File: src/rtl/d_out_arbiter.sv
// Drains the D0/D1 destination FIFOs into one valid/ready stream tagged with the source channel.
// Round-robin pop arbitration, 2-entry holding buffer, per-channel delivery counters and idle/active status.
module d_out_arbiter #(
  parameter int DATA_SIZE = 6,
  parameter int CNT_W     = 8
) (
  input  logic                 clk,
  input  logic                 reset,
  input  logic                 fifo_empty_d0,
  input  logic                 fifo_empty_d1,
  input  logic [DATA_SIZE-1:0] data_out_0,
  input  logic [DATA_SIZE-1:0] data_out_1,
  input  logic                 sink_ready,
  output logic                 pop_d0,
  output logic                 pop_d1,
  output logic                 valid_out,
  output logic [DATA_SIZE-1:0] data_out,
  output logic                 dest_out,
  output logic [CNT_W-1:0]     cnt_d0,
  output logic [CNT_W-1:0]     cnt_d1,
  output logic                 idle_out,
  output logic                 active_out
);

  typedef enum logic {S_IDLE, S_ACTIVE} state_e;

  typedef struct packed {
    logic                 dest;
    logic [DATA_SIZE-1:0] data;
  } entry_t;

  entry_t         buf_q [2];
  logic           wr_ptr_q, rd_ptr_q;
  logic [1:0]     occ_q, occ_d;
  logic           inflight_q, inflight_dest_q;
  logic           last_grant_q;
  logic [CNT_W-1:0] cnt_d0_q, cnt_d1_q;
  state_e         state_q;

  logic xfer, pop_allowed, pop_any, have_d0, have_d1;

  assign valid_out  = (occ_q != 2'd0);
  assign data_out   = buf_q[rd_ptr_q].data;
  assign dest_out   = buf_q[rd_ptr_q].dest;
  assign cnt_d0     = cnt_d0_q;
  assign cnt_d1     = cnt_d1_q;
  assign idle_out   = (state_q == S_IDLE);
  assign active_out = (state_q == S_ACTIVE);

  assign xfer    = valid_out && sink_ready;
  assign have_d0 = !fifo_empty_d0;
  assign have_d1 = !fifo_empty_d1;

  // A slot is free when buffered + in-flight words leave room, counting the head leaving this cycle.
  assign pop_allowed = ({1'b0, occ_q} + {2'b00, inflight_q}) <= (3'd1 + {2'b00, xfer});
  assign pop_any     = pop_d0 || pop_d1;

  // NOTE: every output of a combinational block gets a default first so no latch is inferred.
  always_comb begin
    pop_d0 = 1'b0;
    pop_d1 = 1'b0;
    if (!reset && pop_allowed) begin
      if (have_d0 && have_d1) begin
        if (last_grant_q) pop_d0 = 1'b1;
        else              pop_d1 = 1'b1;
      end else if (have_d0) begin
        pop_d0 = 1'b1;
      end else if (have_d1) begin
        pop_d1 = 1'b1;
      end
    end
  end

  always_comb begin
    occ_d = occ_q + {1'b0, inflight_q} - {1'b0, xfer};
  end

  // NOTE: sequential state uses non-blocking assignments so all registers update from pre-edge values.
  always_ff @(posedge clk) begin
    if (reset) begin
      // NOTE: the holding buffer is reset because its head drives data_out, which must read 0 after reset.
      buf_q[0]        <= '0;
      buf_q[1]        <= '0;
      wr_ptr_q        <= 1'b0;
      rd_ptr_q        <= 1'b0;
      occ_q           <= 2'd0;
      inflight_q      <= 1'b0;
      inflight_dest_q <= 1'b0;
      last_grant_q    <= 1'b1;
      cnt_d0_q        <= '0;
      cnt_d1_q        <= '0;
      state_q         <= S_IDLE;
    end else begin
      if (inflight_q) begin
        buf_q[wr_ptr_q] <= '{dest: inflight_dest_q,
                             data: inflight_dest_q ? data_out_1 : data_out_0};
        wr_ptr_q        <= ~wr_ptr_q;
      end
      if (xfer) begin
        rd_ptr_q <= ~rd_ptr_q;
        if (dest_out) cnt_d1_q <= cnt_d1_q + 1'b1;
        else          cnt_d0_q <= cnt_d0_q + 1'b1;
      end
      occ_q           <= occ_d;
      inflight_q      <= pop_any;
      inflight_dest_q <= pop_d1;
      if (pop_any) last_grant_q <= pop_d1;

      case (state_q)
        S_IDLE:   if (have_d0 || have_d1) state_q <= S_ACTIVE;
        S_ACTIVE: if (!have_d0 && !have_d1 && !inflight_q && (occ_q == {1'b0, xfer}))
                    state_q <= S_IDLE;
        default:  state_q <= S_IDLE;
      endcase
    end
  end

endmodule

File: config.mk
export PLATFORM = sky130hd
export DESIGN_NAME = d_out_arbiter
export DESIGN_NICKNAME = d
export VERILOG_FILES = /design/src/rtl/d_out_arbiter.sv
export SDC_FILE = /design/constraint.sdc
export NUM_CORES = 1
export LEC_CHECK = 0
export ABC_CLOCK_PERIOD_IN_PS = 3200
export BUFFER_PORTS_ARGS = -buffer_cell sky130_fd_sc_hd__buf_2
export CORE_MARGIN = 3
export CORE_UTILIZATION = 50
export DETAILED_ROUTE_END_ITERATION = 10
export GPL_TIMING_DRIVEN = 0
export HOLD_SLACK_MARGIN = 0.08
export PLACE_DENSITY = 0.75
export SYNTH_ARGS = -nofsm -noshare
export SYNTH_HDL_FRONTEND = slang
export SYNTH_SLANG_ARGS = --single-unit
export TNS_END_PERCENT = 1
File: constraint.sdc
create_clock -name clk -period 3.2 [get_ports clk]
set_input_delay 0.32 -clock clk [delete_from_list [all_inputs] [get_ports clk]]
set_output_delay 0.32 -clock clk [all_outputs]
set_load 0.02 [all_outputs]
# After elaboration in Yosys (flattened, before gate mapping)

Memories as Yosys holds them, arrays and structs flattened. A register that Yosys moved wholly into a read port is not among the register bits.
Cells that the tools add are included.
W data, S select, Z words.

Memories: 1
Output and inout port bits: 28
Input port bits: 17
Bits in registers: 24
RAM bits: 14
Word-level logic and storage cells: 61

Memory list:

| name  | words | bits a word | read ports | clocked after memory_dff | write ports | line | RTL |
|---|---|---|---|---|---|---|---|
| buf_q | 2     | 7           | 1          | 1                        | 2           | 32   | `entry_t buf_q [2];` |

Add/sub/neg operators: 6
Equality and inequality tests: 1
Bitwise operators: 4
Reductions and logical operators: 16
Mux-type cells: 23
Order comparisons: 1

Operators by type and width:

| kind                  | number |
|---|---|
| $mux W1               | 20 |
| $add A8 B1 Y8 const B | 2 |
| $mux W7               | 1 |
| $reduce_or A7 Y1      | 1 |
| $logic_and A1 B1 Y1   | 6 |
| $mux W6               | 1 |
| $logic_not A1 Y1      | 4 |
| $not A1 Y1            | 4 |
| $reduce_and A2 Y1     | 2 |
| $add A2 B1 Y3         | 1 |
| $le A3 B2 Y1          | 1 |
| $add A1 B1 Y2 const A | 1 |
| $add A2 B1 Y2         | 1 |
| $eq A2 B1 Y1          | 1 |
| $logic_or A1 B1 Y1    | 2 |
| $pmux W1 S2           | 1 |
| $reduce_bool A2 Y1    | 1 |
| $sub A2 B1 Y2         | 1 |

# Depth between registers and ports, before layout

Depth after elaboration: 7
Depth in mapped cells: 7
Depth with buffers taken out: 7

# Worst setup path after synthesis

Ideal clock, no wire load.

Kind: flip-flop to output port
From: register occ_q[1]
To: output pop_d1
Data required time: 2.880 ns
Arrival: 2.817 ns
Path buffers: 0
Path slack: 0.063 ns
Stages on the path, launching flop included: 7
Cells stage by stage: dfxtp_1 o21ai_1 clkinv_1 fa_1 nor2_1 a22oi_1 a2111oi_0

Cells in the longest elaborated chain, start to end: 6
Elaborated cells between the ends (all ways): 7
Those cells by class: add/sub (2); order compare (1); mux (1); reduce/logical (3)

RTL lines:

| what                     | line | RTL |
|---|---|---|
| start: declaration       | 34   | `logic [1:0] occ_q, occ_d;` |
| start signal: assignment | 86   | `occ_q <= 2'd0;` |
| start signal: assignment | 104  | `occ_q <= occ_d;` |
| $reduce_bool A2 Y1       | 42   | `assign valid_out = (occ_q != 2'd0);` |
| $logic_and A1 B1 Y1      | 50   | `assign xfer = valid_out && sink_ready;` |
| named net xfer           | 40   | `logic xfer, pop_allowed, pop_any, have_d0, have_d1;` |
| $add A1 B1 Y2            | 55   | `assign pop_allowed = ({1'b0, occ_q} + {2'b00, inflight_q}) <= (3'd1 + {2'b00, xfer});` |
| $le A3 B2 Y1             | 55   |  |
| $logic_and A1 B1 Y1      | 62   | `if (!reset && pop_allowed) begin` |
| $mux W1                  | 62   |  |
| end: declaration         | 15   | `output logic pop_d1,` |

The timed path passes the listed nets, and every way through them passes these cells.

# Final worst setup path

Same ends and word-level chain as after synthesis.

==> reports/qor.tcl <==
set qor(cell_internal_pwr_uw) 1190
set qor(critical_path.cell_chain) {o21ai_4 -> clkinv_2 -> fa_1 -> or3_1 -> a22oi_2 -> a2111oi_0 -> buf_2}
set qor(postCtsSetupRepairBufs) 0
set qor(dr_wl_met2_mm) 1.89
set qor(postSynthAreaPerCell_um2) 10.1
set qor(detail_route.iter0.violations) 77
set qor(met3_wirelength_um) 223
set qor(clock_power_share_pct) 26.6
set qor(postSynthNetCount) 218
set qor(slew_viol_final) 0
set qor(routed_wire_length_per_instance_um) 13.6
set qor(vdd_ir_drop_max_v) 0.000492
set qor(worstSetupPathType) {flip-flop to output pin}
set qor(via_per_inst) 5.43
set qor(holdCritPathClass) {input pin to flip-flop}
set qor(route.top_layer_used) {met4}
set qor(fraction_of_final_layout_cells_with_drive_strength_greater_than_1_pct) 30.5
set qor(n_fill_cell) 324
set qor(cts_buffers) 5
set qor(drc) 0
set qor(wl_mm) 4.00
set qor(grt_max_degree) 13
set qor(gr-total-overflow) 0
set qor(nNetsFinal) 269
set qor(hold_buffers) 0
set qor(core_um2) 3720
set qor(fin_crit_sh_pct) 91.6
set qor(setup_repair_after_global_routing_missed_its_margin) {false}
set qor(cellLeakagePower_uw) 0.000984
set qor(syn-cell-area_um2) 1950
set qor(netSwitchingPower_uw) 625
set qor(number_of_max_cap_violations) 0
set qor(power.switching_fraction_pct) 34.5
set qor(place_worst_setup_slack_ns) 0.0757
set qor(layout.cell_area.non_filler_um2) 2380
set qor(post-route-min-period_ns) 2.93
set qor(maxSlewHeadroom_pct) 54.7
set qor(post_synth_num_cell_types) 38
set qor(area_growth_syn_to_layout_pct) 22.0
set qor(synth_top_flop_cell) {dfxtp_1}
set qor(yosys_warnings) 0
set qor(power_uw) 1810
set qor(reg_power_share_pct) 37.0
set qor(wl_met1_mm) 1.83
set qor(floorplan.rows) 22
set qor(cts_max_level) 2
set qor(die-area_um2) 4690
set qor(die_h_um) 68.5
set qor(final_cell_mix) {buf_2 (47), nor2_1 (26), dfxtp_1 (25), edfxtp_1 (14), mux2_2 (13)}
set qor(cts-root-to-sink-buffers) 2
set qor(grt_pass1_wl_mm) 6.34
set qor(drt_first_pass_iters) 4
set qor(worst_ep_arrival_time_ns) 2.61
set qor(synth.ff_latch_count) 39
set qor(clk-insertion-delay-late_ns) 0.29
set qor(dp_hpwl_mm) 2.85
set qor(cts.root.buffer_cell) {clkbuf_8}
set qor(tritoncts_num_sinks) 39
set qor(worst_setup_path_start_kind) {flip-flop}
set qor(detailed_route_via_count) 1597
set qor(timing_worst_slew_pin_value_ns) 0.679
set qor(multi_input_area_um2) 947
set qor(maximum_cell_stage_delay_along_the_critical_path_ns) 0.51
set qor(antenna_left) 0
set qor(place.gp.congestion) 0.823
set qor(hold_viol) 0
set qor(final-seq-area_um2) 921
set qor(crit_path_top_delay_cell) {fa_1}
set qor(fp.dieW_um) 68.5
set qor(port_buffers) 44
set qor(antenna_cells_inserted) 0
set qor(initial_utilization_pct) 52.6
set qor(timing.setup.tns_ns) 0
set qor(most_common_cell_after_layout_fill_and_taps_aside) {buf_2}
set qor(critPathCaptureType) {output pin}
set qor(peak_clock_frequency_supported_by_timing_mhz) 341
set qor(critical_path_peak_fanout) 7
set qor(netlist_instances) 194
set qor(timing.clock.skew_ns) 0.00522
set qor(power_density_nw_per_um2) 761
set qor(setup_viol) 0
set qor(ys_seq_area_share_pct) 47.1
set qor(boundaryPins) 45
set qor(post-route-worst-setup-slack_ns) 0.268
set qor(clk_pin_slew_ns) 0.07
set qor(share_comb_of_total_power_pct) 36.5
set qor(status) {finished, final reports clean}
set qor(clock_tree_from_tritoncts) {yes}
set qor(asyncSetResetFlopFracSynth_pct) 0
set qor(post_dp_cell_area_um2) 2230
set qor(grt_antenna_before_repair) 0
set qor(track_usage_pct) 18.3
set qor(worst_ep_required_time_ns) 2.88
set qor(via_count_of_the_first_global_routing_pass) 1391
set qor(synth_edf_count) 14
==> cell usage after synthesis (3+ instances only) <==
cell type / instances / area, um^2
nor2_1: 26 / 97.6
nor2b_1: 10 / 62.6
o31ai_1: 6 / 45.0
buf_2: 3 / 15.0
nor4_1: 6 / 37.5
inv_1: 9 / 33.8
mux2i_1: 6 / 60.1
dfxtp_1: 25 / 500
nand3_1: 9 / 45.0
a21oi_1: 10 / 50.1
ha_1: 6 / 75.1
edfxtp_1: 14 / 420
clkbuf_1: 6 / 22.5
or4_1: 5 / 37.5
or3_1: 5 / 31.3
o21ai_0: 5 / 25.0
xnor2_1: 3 / 26.3
nand4_1: 4 / 25.0
mux2_2: 13 / 146
==> kinds of logic after synthesis <==
logic type / count (synthesis) / synth area share [%]
AO/OA/AOI/OAI: 30 / 9.80
XOR/XNOR: 4 / 1.79
adder cells (fa/ha/maj): 7 / 4.87
buffers and inverters: 22 / 5.19
flip-flops: 39 / 47.1
multiplexers: 20 / 11.7
AND/OR/NAND/NOR: 72 / 19.5
==> state kept, by name (all words and copies together), names as in the netlist, named ones only <==
| signal | flops |
|---|---|
| wr_ptr_q | 1 |
| last_grant_q | 1 |
| rd_ptr_q | 1 |
| buf_q | 14 |
| occ_q | 2 |
| active_out | 1 |
| cnt_d1 | 8 |
| inflight_dest_q | 1 |
| inflight_q | 1 |
| cnt_d0 | 8 |
==> stage by stage <==
| step | hold slack, ns | utilization [%] | instances |
|---|---|---|---|
| CTS | 0.251 | 63.8 | 294 |
| floorplan | 0.403 | - | 194 |
| global route | 0.274 | 64.1 | 294 |
| global placement | 0.495 | 60.1 | 286 |
| detailed placement | 0.503 | 60.1 | 286 |
| finish | 0.257 | 64.1 | 294 |
==> worst paths after layout <==
check / cells past startpoint / start / slack (ns) / end
max: 7 / occ_q[1] / 0.27 / pop_d1
min: 2 / fifo_empty_d0 / 0.26 / inflight_q
max reg2reg: 6 / occ_q[1] / 0.76 / inflight_dest_q
min reg2reg: 2 / cnt_d0[4] / 0.52 / cnt_d0[4]
==> timing repair <==
action / in CTS / in global routing
pin swaps: 0 / 0
endpoints found under the setup margin: 2 / 2
resized for setup: 2 / 2
==> critical path, delay by kind of cell, from the launching register on <==
family	cells	cell delay, ns
compound gates	3	0.61
fa+ha+maj	1	0.51
buf+inv	2	0.38
flops	1	0.39
simple gates	1	0.43
==> final cells by class <==
class	instances	share of cell area [%]
plain buffers	11	2.52
clock buffers	6	3.04
clock inverters	2	2.52
inverters	11	1.78
multi-input cells	133	39.7
flip-flops and latches	39	38.6
well taps	48	2.52
repair buffers	44	9.24
==> routing by layer <==
| layer | GRT usage [%] | vias up |
|---|---|---|
| met3 | 5.19 | 5 |
| li1 | - | 807 |
| met4 | 6.95 | 0 |
| met1 | 23.0 | 735 |
| met2 | 29.6 | 50 |
| met5 | 0 | - |
==> power groups by stage <==
stage / Combinational (uW) / Clock [uW] / Sequential (uW)
final: 661 / 482 / 670
after global routing: 731 / 503 / 681
after CTS: 649 / 486 / 666
after detailed placement: 640 / 0 / 675
after global placement: 624 / 0 / 672
after floorplan: 476 / 0 / 668
No activity file was read; power rests on OpenSTA's default activity.
